File: config.mk
export PLATFORM = sky130hd
export DESIGN_NAME = mem_arbiter
export DESIGN_NICKNAME = d
export VERILOG_FILES = /design/src/rtl/mem_arbiter.sv
export SDC_FILE = /design/constraint.sdc
export NUM_CORES = 1
export LEC_CHECK = 0
export ABC_AREA = 1
export CORE_MARGIN = 1
export CORE_UTILIZATION = 38
export CTS_BUF_LIST = sky130_fd_sc_hd__clkbuf_16
export DETAILED_ROUTE_END_ITERATION = 8
export PLACE_DENSITY = 0.88
export REMOVE_ABC_BUFFERS = 1
export SLEW_MARGIN = 30
export SYNTH_ARGS = -nofsm -noshare
export SYNTH_HDL_FRONTEND = slang
export SYNTH_SLANG_ARGS = --single-unit
File: constraint.sdc
create_clock -name clk -period 1.8 [get_ports clk]
set_clock_uncertainty 0.05 [all_clocks]
set_input_delay 0.36 -clock clk [delete_from_list [all_inputs] [get_ports clk]]
set_output_delay 0.36 -clock clk [all_outputs]
set_load 0.01 [all_outputs]
File: src/rtl/mem_arbiter.sv
// ----------------------------------------------------------------------------
// mem_arbiter
//   Shares the single unified instruction/data memory port between two
//   masters: master 0 is the multicycle CPU (fetch/load/store), master 1 is
//   the debug/program loader. A registered IDLE -> ISSUE -> RESP FSM performs
//   round-robin arbitration with an optional bus lock for atomic sequences,
//   and waits for a variable-latency memory that completes with mem_ack.
//
// Configuration macro:
//   MEM_ARB_TIMEOUT_EN  when defined, an 8-bit ISSUE-cycle counter aborts a
//                       transfer after TIMEOUT_CYCLES cycles without mem_ack
//                       (ack + err pulse, rdata 0, lock dropped). When
//                       undefined, ISSUE waits indefinitely and mN_err is 0.
//
// Ports:
//   clk, rstn            clock (rising edge), synchronous active-low reset
//   mN_req/we/lock       master N request (held until ack), write enable,
//                        keep-ownership request
//   mN_addr/mN_wdata     master N address and write data
//   mN_rdata/ack/err     read data (valid with ack), 1-cycle completion pulse,
//                        1-cycle abort pulse (with ack)
//   mem_req/we/addr/wdata memory request (held until mem_ack) and its payload
//   mem_rdata/mem_ack    memory read data and 1-cycle completion
// ----------------------------------------------------------------------------
module mem_arbiter #(
   parameter int ADDR_WIDTH     = 32,
   parameter int DATA_WIDTH     = 32,
   parameter int TIMEOUT_CYCLES = 255
) (
   input  logic                  clk,
   input  logic                  rstn,
   input  logic                  m0_req,
   input  logic                  m0_we,
   input  logic                  m0_lock,
   input  logic [ADDR_WIDTH-1:0] m0_addr,
   input  logic [DATA_WIDTH-1:0] m0_wdata,
   output logic [DATA_WIDTH-1:0] m0_rdata,
   output logic                  m0_ack,
   output logic                  m0_err,
   input  logic                  m1_req,
   input  logic                  m1_we,
   input  logic                  m1_lock,
   input  logic [ADDR_WIDTH-1:0] m1_addr,
   input  logic [DATA_WIDTH-1:0] m1_wdata,
   output logic [DATA_WIDTH-1:0] m1_rdata,
   output logic                  m1_ack,
   output logic                  m1_err,
   output logic                  mem_req,
   output logic                  mem_we,
   output logic [ADDR_WIDTH-1:0] mem_addr,
   output logic [DATA_WIDTH-1:0] mem_wdata,
   input  logic [DATA_WIDTH-1:0] mem_rdata,
   input  logic                  mem_ack
);

   typedef enum logic [1:0] {
      ST_IDLE  = 2'd0,
      ST_ISSUE = 2'd1,
      ST_RESP  = 2'd2
   } state_t;

   state_t                state_r;
   logic                  last_r;   // last granted master; doubles as current owner / lock holder
   logic                  lock_r;   // bus locked to last_r

   logic                  own_req_s;
   logic                  own_lock_s;
   logic                  gnt_valid_s;
   logic                  gnt_id_s;
   logic                  lock_rel_s;
   logic                  sel_we_s;
   logic                  sel_lock_s;
   logic [ADDR_WIDTH-1:0] sel_addr_s;
   logic [DATA_WIDTH-1:0] sel_wdata_s;
   logic                  tmo_hit_s;

   // Request and lock inputs of the current owner, consulted while locked
   always_comb begin
      own_req_s  = 1'b0;
      own_lock_s = 1'b0;
      if (last_r) begin
         own_req_s  = m1_req;
         own_lock_s = m1_lock;
      end else begin
         own_req_s  = m0_req;
         own_lock_s = m0_lock;
      end
   end

   // Arbitration: locked bus serves only its owner, otherwise round robin on ties
   always_comb begin
      gnt_valid_s = 1'b0;
      gnt_id_s    = 1'b0;
      lock_rel_s  = 1'b0;
      if (lock_r) begin
         gnt_id_s = last_r;
         if (own_req_s) begin
            gnt_valid_s = 1'b1;
         end else if (!own_lock_s) begin
            // owner idle and no longer asking for the lock: release it
            lock_rel_s = 1'b1;
         end else begin
            lock_rel_s = 1'b0;
         end
      end else begin
         case ({m1_req, m0_req})
            2'b01: begin
               gnt_valid_s = 1'b1;
               gnt_id_s    = 1'b0;
            end
            2'b10: begin
               gnt_valid_s = 1'b1;
               gnt_id_s    = 1'b1;
            end
            2'b11: begin
               gnt_valid_s = 1'b1;
               gnt_id_s    = ~last_r;
            end
            default: begin
               gnt_valid_s = 1'b0;
               gnt_id_s    = 1'b0;
            end
         endcase
      end
   end

   // Transfer payload of the master being granted
   always_comb begin
      sel_we_s    = 1'b0;
      sel_lock_s  = 1'b0;
      sel_addr_s  = '0;
      sel_wdata_s = '0;
      if (gnt_id_s) begin
         sel_we_s    = m1_we;
         sel_lock_s  = m1_lock;
         sel_addr_s  = m1_addr;
         sel_wdata_s = m1_wdata;
      end else begin
         sel_we_s    = m0_we;
         sel_lock_s  = m0_lock;
         sel_addr_s  = m0_addr;
         sel_wdata_s = m0_wdata;
      end
   end

`ifdef MEM_ARB_TIMEOUT_EN
   localparam logic [7:0] TMO_LAST = 8'(TIMEOUT_CYCLES - 1);

   logic [7:0] tmo_cnt_r;

   // ISSUE-cycle counter: restarted at every grant, advanced while memory is silent
   always_ff @(posedge clk) begin
      if (!rstn) begin
         tmo_cnt_r <= 8'd0;
      end else if ((state_r == ST_IDLE) && gnt_valid_s) begin
         tmo_cnt_r <= 8'd0;
      end else if ((state_r == ST_ISSUE) && !mem_ack) begin
         tmo_cnt_r <= tmo_cnt_r + 8'd1;
      end else begin
         tmo_cnt_r <= tmo_cnt_r;
      end
   end

   // Fires on the last permitted ISSUE cycle so mem_req stays up exactly TIMEOUT_CYCLES cycles
   assign tmo_hit_s = (state_r == ST_ISSUE) && !mem_ack && (tmo_cnt_r == TMO_LAST);
`else
   assign tmo_hit_s = 1'b0;
`endif

   // Main FSM with all master/memory outputs registered
   always_ff @(posedge clk) begin
      if (!rstn) begin
         state_r   <= ST_IDLE;
         last_r    <= 1'b1;
         lock_r    <= 1'b0;
         mem_req   <= 1'b0;
         mem_we    <= 1'b0;
         mem_addr  <= '0;
         mem_wdata <= '0;
         m0_ack    <= 1'b0;
         m0_err    <= 1'b0;
         m0_rdata  <= '0;
         m1_ack    <= 1'b0;
         m1_err    <= 1'b0;
         m1_rdata  <= '0;
      end else begin
         // response outputs are pulses; only the ISSUE exit below raises them
         m0_ack   <= 1'b0;
         m0_err   <= 1'b0;
         m0_rdata <= '0;
         m1_ack   <= 1'b0;
         m1_err   <= 1'b0;
         m1_rdata <= '0;
         case (state_r)
            ST_IDLE: begin
               if (gnt_valid_s) begin
                  last_r    <= gnt_id_s;
                  lock_r    <= sel_lock_s;
                  mem_we    <= sel_we_s;
                  mem_addr  <= sel_addr_s;
                  mem_wdata <= sel_wdata_s;
                  mem_req   <= 1'b1;
                  state_r   <= ST_ISSUE;
               end else begin
                  lock_r  <= lock_r & ~lock_rel_s;
                  state_r <= ST_IDLE;
               end
            end
            ST_ISSUE: begin
               if (mem_ack) begin
                  // completion wins over a timeout in the same cycle
                  mem_req <= 1'b0;
                  state_r <= ST_RESP;
                  if (last_r) begin
                     m1_ack   <= 1'b1;
                     m1_rdata <= mem_rdata;
                  end else begin
                     m0_ack   <= 1'b1;
                     m0_rdata <= mem_rdata;
                  end
               end else if (tmo_hit_s) begin
                  mem_req <= 1'b0;
                  lock_r  <= 1'b0;
                  state_r <= ST_RESP;
                  if (last_r) begin
                     m1_ack <= 1'b1;
                     m1_err <= 1'b1;
                  end else begin
                     m0_ack <= 1'b1;
                     m0_err <= 1'b1;
                  end
               end else begin
                  state_r <= ST_ISSUE;
               end
            end
            ST_RESP: begin
               state_r <= ST_IDLE;
            end
            default: begin
               mem_req <= 1'b0;
               state_r <= ST_IDLE;
            end
         endcase
      end
   end

endmodule

## Yosys cells after proc, flatten, opt, wreduce, memory -nomap -nowiden

Cells that the tools add are included.

- Register bits: 136
- Word-level logic and storage cells: 55
- Output and inout port bits: 134
- Input bits: 169

- Reduce and logical (&&, ||, !) cells: 7
- Equality and inequality tests: 7
- Bitwise logic cells: 7
- Muxes and demuxes: 23

Operator list:

| operator | number |
|---|---|
| $mux W32 | 2 |
| $mux W1 | 17 |
| $eq A2 B2 Y1 const B | 3 |
| $not A1 Y1 | 6 |
| $reduce_and A3 Y1 | 2 |
| $eq A2 B1 Y1 const B | 2 |
| $ne A2 B2 Y1 const B | 2 |
| $pmux W2 S2 | 1 |
| $reduce_and A4 Y1 | 1 |
| $reduce_or A4 Y1 | 1 |
| $pmux W1 S3 | 1 |
| $reduce_or A3 Y1 | 1 |
| $logic_not A2 Y1 | 1 |
| $mux W2 | 1 |
| $pmux W1 S2 | 1 |
| $reduce_and A2 Y1 | 1 |
| $and A1 B1 Y1 | 1 |

## Depth between registers and ports, before layout

- Word-level depth: 7
- Mapped depth: 10
- Mapped depth without buffers: 8

## Worst setup path before layout

No wires, ideal clock.

- Path kind: reg2reg
- From: register last_r
- To: register mem_addr[14]
- Setup time: 0.116 ns
- Slack: 0.420 ns
- Stages on the path, launching flop included: 10
- Path buffers: 2
- Data required time: 1.634 ns
- Arrival time: 1.215 ns
- Period minus slack after synthesis: 1.380 ns
- Path through: dfxtp_1 -> inv_2 -> nand2_1 -> nand2_1 -> nor2_2 -> nor2_4 -> buf_6 -> buf_2 -> o21ai_0 -> nor2_1

- Cells in the longest elaborated chain, start to end: 4
- Elaborated cells on any way between the ends: 8
- Classes of those cells: 6 x mux; 1 x bitwise; 1 x reduce/logical

RTL lines:

| item | RTL line | RTL |
|---|---|---|
| start, declared | 63 | `logic last_r;` |
| start signal, assigned | 197 | `last_r <= gnt_id_s;` |
| $not A1 Y1 or $mux W1 (tied branches) | 117, 81 |  |
| $pmux W1 S2 or $mux W1 (tied branches) | 106, 97 |  |
| $mux W1 | 95 | `if (lock_r) begin` |
| $mux W32 or $reduce_and A2 Y1 (tied branches) | n/a |  |
| end signal, assigned | 200 | `mem_addr <= sel_addr_s;` |
| end, declared | 50 | `output logic [ADDR_WIDTH-1:0] mem_addr,` |

Several ways; a longest one is shown, not always the timed one.
A chain may end at the register's enable or synchronous reset.

## Worst setup path in the final report

- From: register mem_wdata[27]
- To: output port mem_wdata[27]

RTL lines:

| item | RTL line | RTL |
|---|---|---|
| start, declared | 51 | `output logic [DATA_WIDTH-1:0] mem_wdata,` |
| start signal, assigned | 201 | `mem_wdata <= sel_wdata_s;` |

No word-level cell between the ends.

==> flow_metrics.env <==
export IMPL_end_kind="output port"
export IMPL_syn_inst=715
export IMPL_ys_top_cells_by_area="dfxtp_1 (53%), nor2_1 (14%), nand2_1 (10%)"
export IMPL_fin_nets=1170
export IMPL_place_congestion=0.8010
export IMPL_use_met3_pct=12.11
export IMPL_seq_area_frac_synth_pct=52.60
export IMPL_power_density_nw_per_um2=1179
export IMPL_clk_path_buf_depth=2
export IMPL_area_growth_pct=74.14
export IMPL_yosysMostFrequentCell="nor2_1"
export IMPL_critPathTopFamily="buffers and inverters"
export IMPL_grt_start_max_net_pins=70
export IMPL_die_h_um=118.7
export IMPL_rr_worst_depth=8
export IMPL_synth_top_area_share_pct=52.60
export IMPL_clk_latency_ns=0.40
export IMPL_fillerInstances=1033
export IMPL_core_area_um2=13240
export IMPL_post_route_util_pct=68.07
export IMPL_cap_violations=0
export IMPL_initial_utilization_pct=39.09
export IMPL_power_mw=10.62
export IMPL_ir_worst_vdd_mv=0.8210
export IMPL_avgSynthCellArea_um2=7.239
export IMPL_met1_usage_pct=25.48
export IMPL_yosysWarnings=0
export IMPL_final_seq_area_um2=2723
export IMPL_cts_buffers=17
export IMPL_grt_ovfl_total=0
export IMPL_grt_pass1_vias=5555
export IMPL_regToRegEndpoint="mem_req"
export IMPL_tns_ns=0
export IMPL_ant_nets=0
export IMPL_antenna_found_initial=0
export IMPL_drtIter0Drc=472
export IMPL_synthXorXnorAreaFrac_pct=0
export IMPL_slew_viol_final=0
export IMPL_io_pins=303
export IMPL_synth_edf_count=0
export IMPL_pre_cts_ws_ns=-0.1004
export IMPL_clk_pin_slew_ns=0.06
export IMPL_startpoint_type="flop"
export IMPL_reg2reg_from="last_r"
export IMPL_syn_cell_area_um2=5176
export IMPL_grt_pass1_wl_mm=27.57
export IMPL_finalSetupViolations=0
export IMPL_met2_usage_pct=43.57
export IMPL_rows=42
export IMPL_status="finished clean"
export IMPL_hold_path_cell_count=3
export IMPL_p_leak_nw=4.019
export IMPL_final_min_period_over_clock_period_pct=96.86
export IMPL_chipWidth_um=118.7
export IMPL_crit_arrival_ns=1.33
export IMPL_required_ns=1.39
export IMPL_drt_pre_antenna_iters=5
export IMPL_critPathKind="reg -> out"
export IMPL_crit_chain="clkdlybuf4s50_1"
export IMPL_synth_top_family_by_area="simple AND/OR/NAND/NOR gates"
export IMPL_io_buffers=300
export IMPL_synth_flop_cell="dfxtp_1"
export IMPL_clock_fmax_mhz=573.6
export IMPL_min_from="rstn"
export IMPL_hold_buffers=0
export IMPL_synth_mux_area_share_pct=0
export IMPL_grt_util_all_layers_pct=25.12
export IMPL_drt_wirelength_per_cell_um=14.98
export IMPL_dp_hpwl_mm=12.41
export IMPL_avgViaCountPerCell=4.796
export IMPL_die_area_um2=14090
export IMPL_drive_gt1_share_pct=5.232
export IMPL_cp_num_buf_inv=1
export IMPL_fin_crit_ns=1.743
export IMPL_cts_root_buf="clkbuf_16"
export IMPL_cts_num_sinks=136
export IMPL_synth_compound_area_share_pct=6.913
export IMPL_setup_ws_ns=0.05657
export IMPL_worstPathMaxFanout=2
export IMPL_totalWireLength_mm=17.81
export IMPL_synth_cell_types=20
export IMPL_synthSimpleGateAreaFrac_pct=32.12
export IMPL_reg2reg_slack_ns=0.22
export IMPL_ys_ff_latch=136
export IMPL_cts_resized=0
export IMPL_hold_violations=0
export IMPL_insertedDiodeCount=0
export IMPL_vias=5703
export IMPL_htree_levels=4
export IMPL_max_stage_delay_ns=0.55
export IMPL_synth_common_cells="nor2_1 (197), nand2_1 (144), dfxtp_1 (136), nand3_1 (69), o21ai_0 (66)"
export IMPL_yosysTopAreaCell="dfxtp_1"
export IMPL_async_reset_ff_share_pct=0
export IMPL_slowest_stage="clkdlybuf4s50_1"
export IMPL_post_synth_fa_ha_maj_area_fraction_pct=0
export IMPL_drcViolationCount=0
export IMPL_post_cts_buffers=0
export IMPL_min_to="lock_r"
export IMPL_busiest_layer="met2"
export IMPL_rsz0062_at_grt="no"
export IMPL_cts_tree="yes"
export IMPL_hp_class="in -> reg"
export IMPL_multi_input_area_um2=2033
-- power by group --
part / internal [mW] / switching [mW] / total [mW]
combinational: 1.61 / 1.64 / 3.26
sequential: 3.43 / 0.209 / 3.64
clock: 2.44 / 1.29 / 3.73
-- worst register-to-register path, delay by kind of cell (launching register included) --
kind	cells	cell delay, ns
AO/OA/AOI/OAI	1	0.29
flip-flops	1	0.46
buffers and inverters	2	0.26
AND/OR/NAND/NOR	5	0.41
-- final cells by class --
| cell class | instances | share of cell area, % |
|---|---|---|
| sequential | 136 | 30.21 |
| tap | 176 | 2.443 |
| multi-input combinational | 487 | 22.56 |
| inverter | 43 | 1.791 |
| clock buffer | 17 | 4.720 |
| timing repair buffer | 316 | 35.98 |
| clock inverter | 14 | 2.304 |
-- how the worst max path moves through the flow --
stage | startpoint | to | cells after the start
after floorplan | last_r | mem_addr[0] | 7
after global placement | m0_req | mem_addr[10] | 9
after detailed placement | m0_req | mem_addr[9] | 9
after CTS | mem_wdata[27] | mem_wdata[27] | 1
after global routing | mem_wdata[27] | mem_wdata[27] | 1
final | mem_wdata[27] | mem_wdata[27] | 1
-- state kept, by name, indices dropped and copies added, names as in the netlist --
name / cells
mem_wdata: 32
m0_rdata: 32
lock_r: 1
mem_req: 1
m0_ack: 1
mem_we: 1
m1_ack: 1
state_r: 2
m1_rdata: 32
mem_addr: 32
last_r: 1
-- cell usage in the layout (no fill, tap or decap), types with 3 or more instances in the layout --
cell             Yosys  final
nand3_1             69     69
clkbuf_16            0     17
nand2_1            144    142
dfxtp_1            136    136
inv_1               41     42
buf_4                4      6
bufinv_16            0      5
nor2_1             197    197
buf_12               0     10
clkdlybuf4s50_1      0    299
a21oi_1              3      3
o21ai_0             66     66
clkinvlp_4           0      3
-- layer usage --
| metal | up-vias | part of all wire (%) |
|---|---|---|
| li1 | 2783 | - |
| met1 | 2629 | 38 |
| met2 | 261 | 48 |
| met3 | 30 | 12 |
| met4 | 0 | 2.6 |
| met5 | - | 0 |
-- cells by family after synthesis --
family                 Yosys count
and+or+nand+nor                414
AOI/OAI and AO/OA               71
DFF                            136
other                            1
buffers and inverters           93
-- per-stage QoR --
step / cells / hold WS (ns) / area [um^2]
final: 1189 / 0.2843 / 9014
after global routing: 1189 / 0.2630 / 9014
after CTS: 1189 / 0.2625 / 9014
after detailed placement: 1158 / 0.4133 / 8381
after global placement: 1158 / 0.3915 / 8381
after floorplan: 666 / 0.3764 / 4912
(Power assumes the default switching activity.)
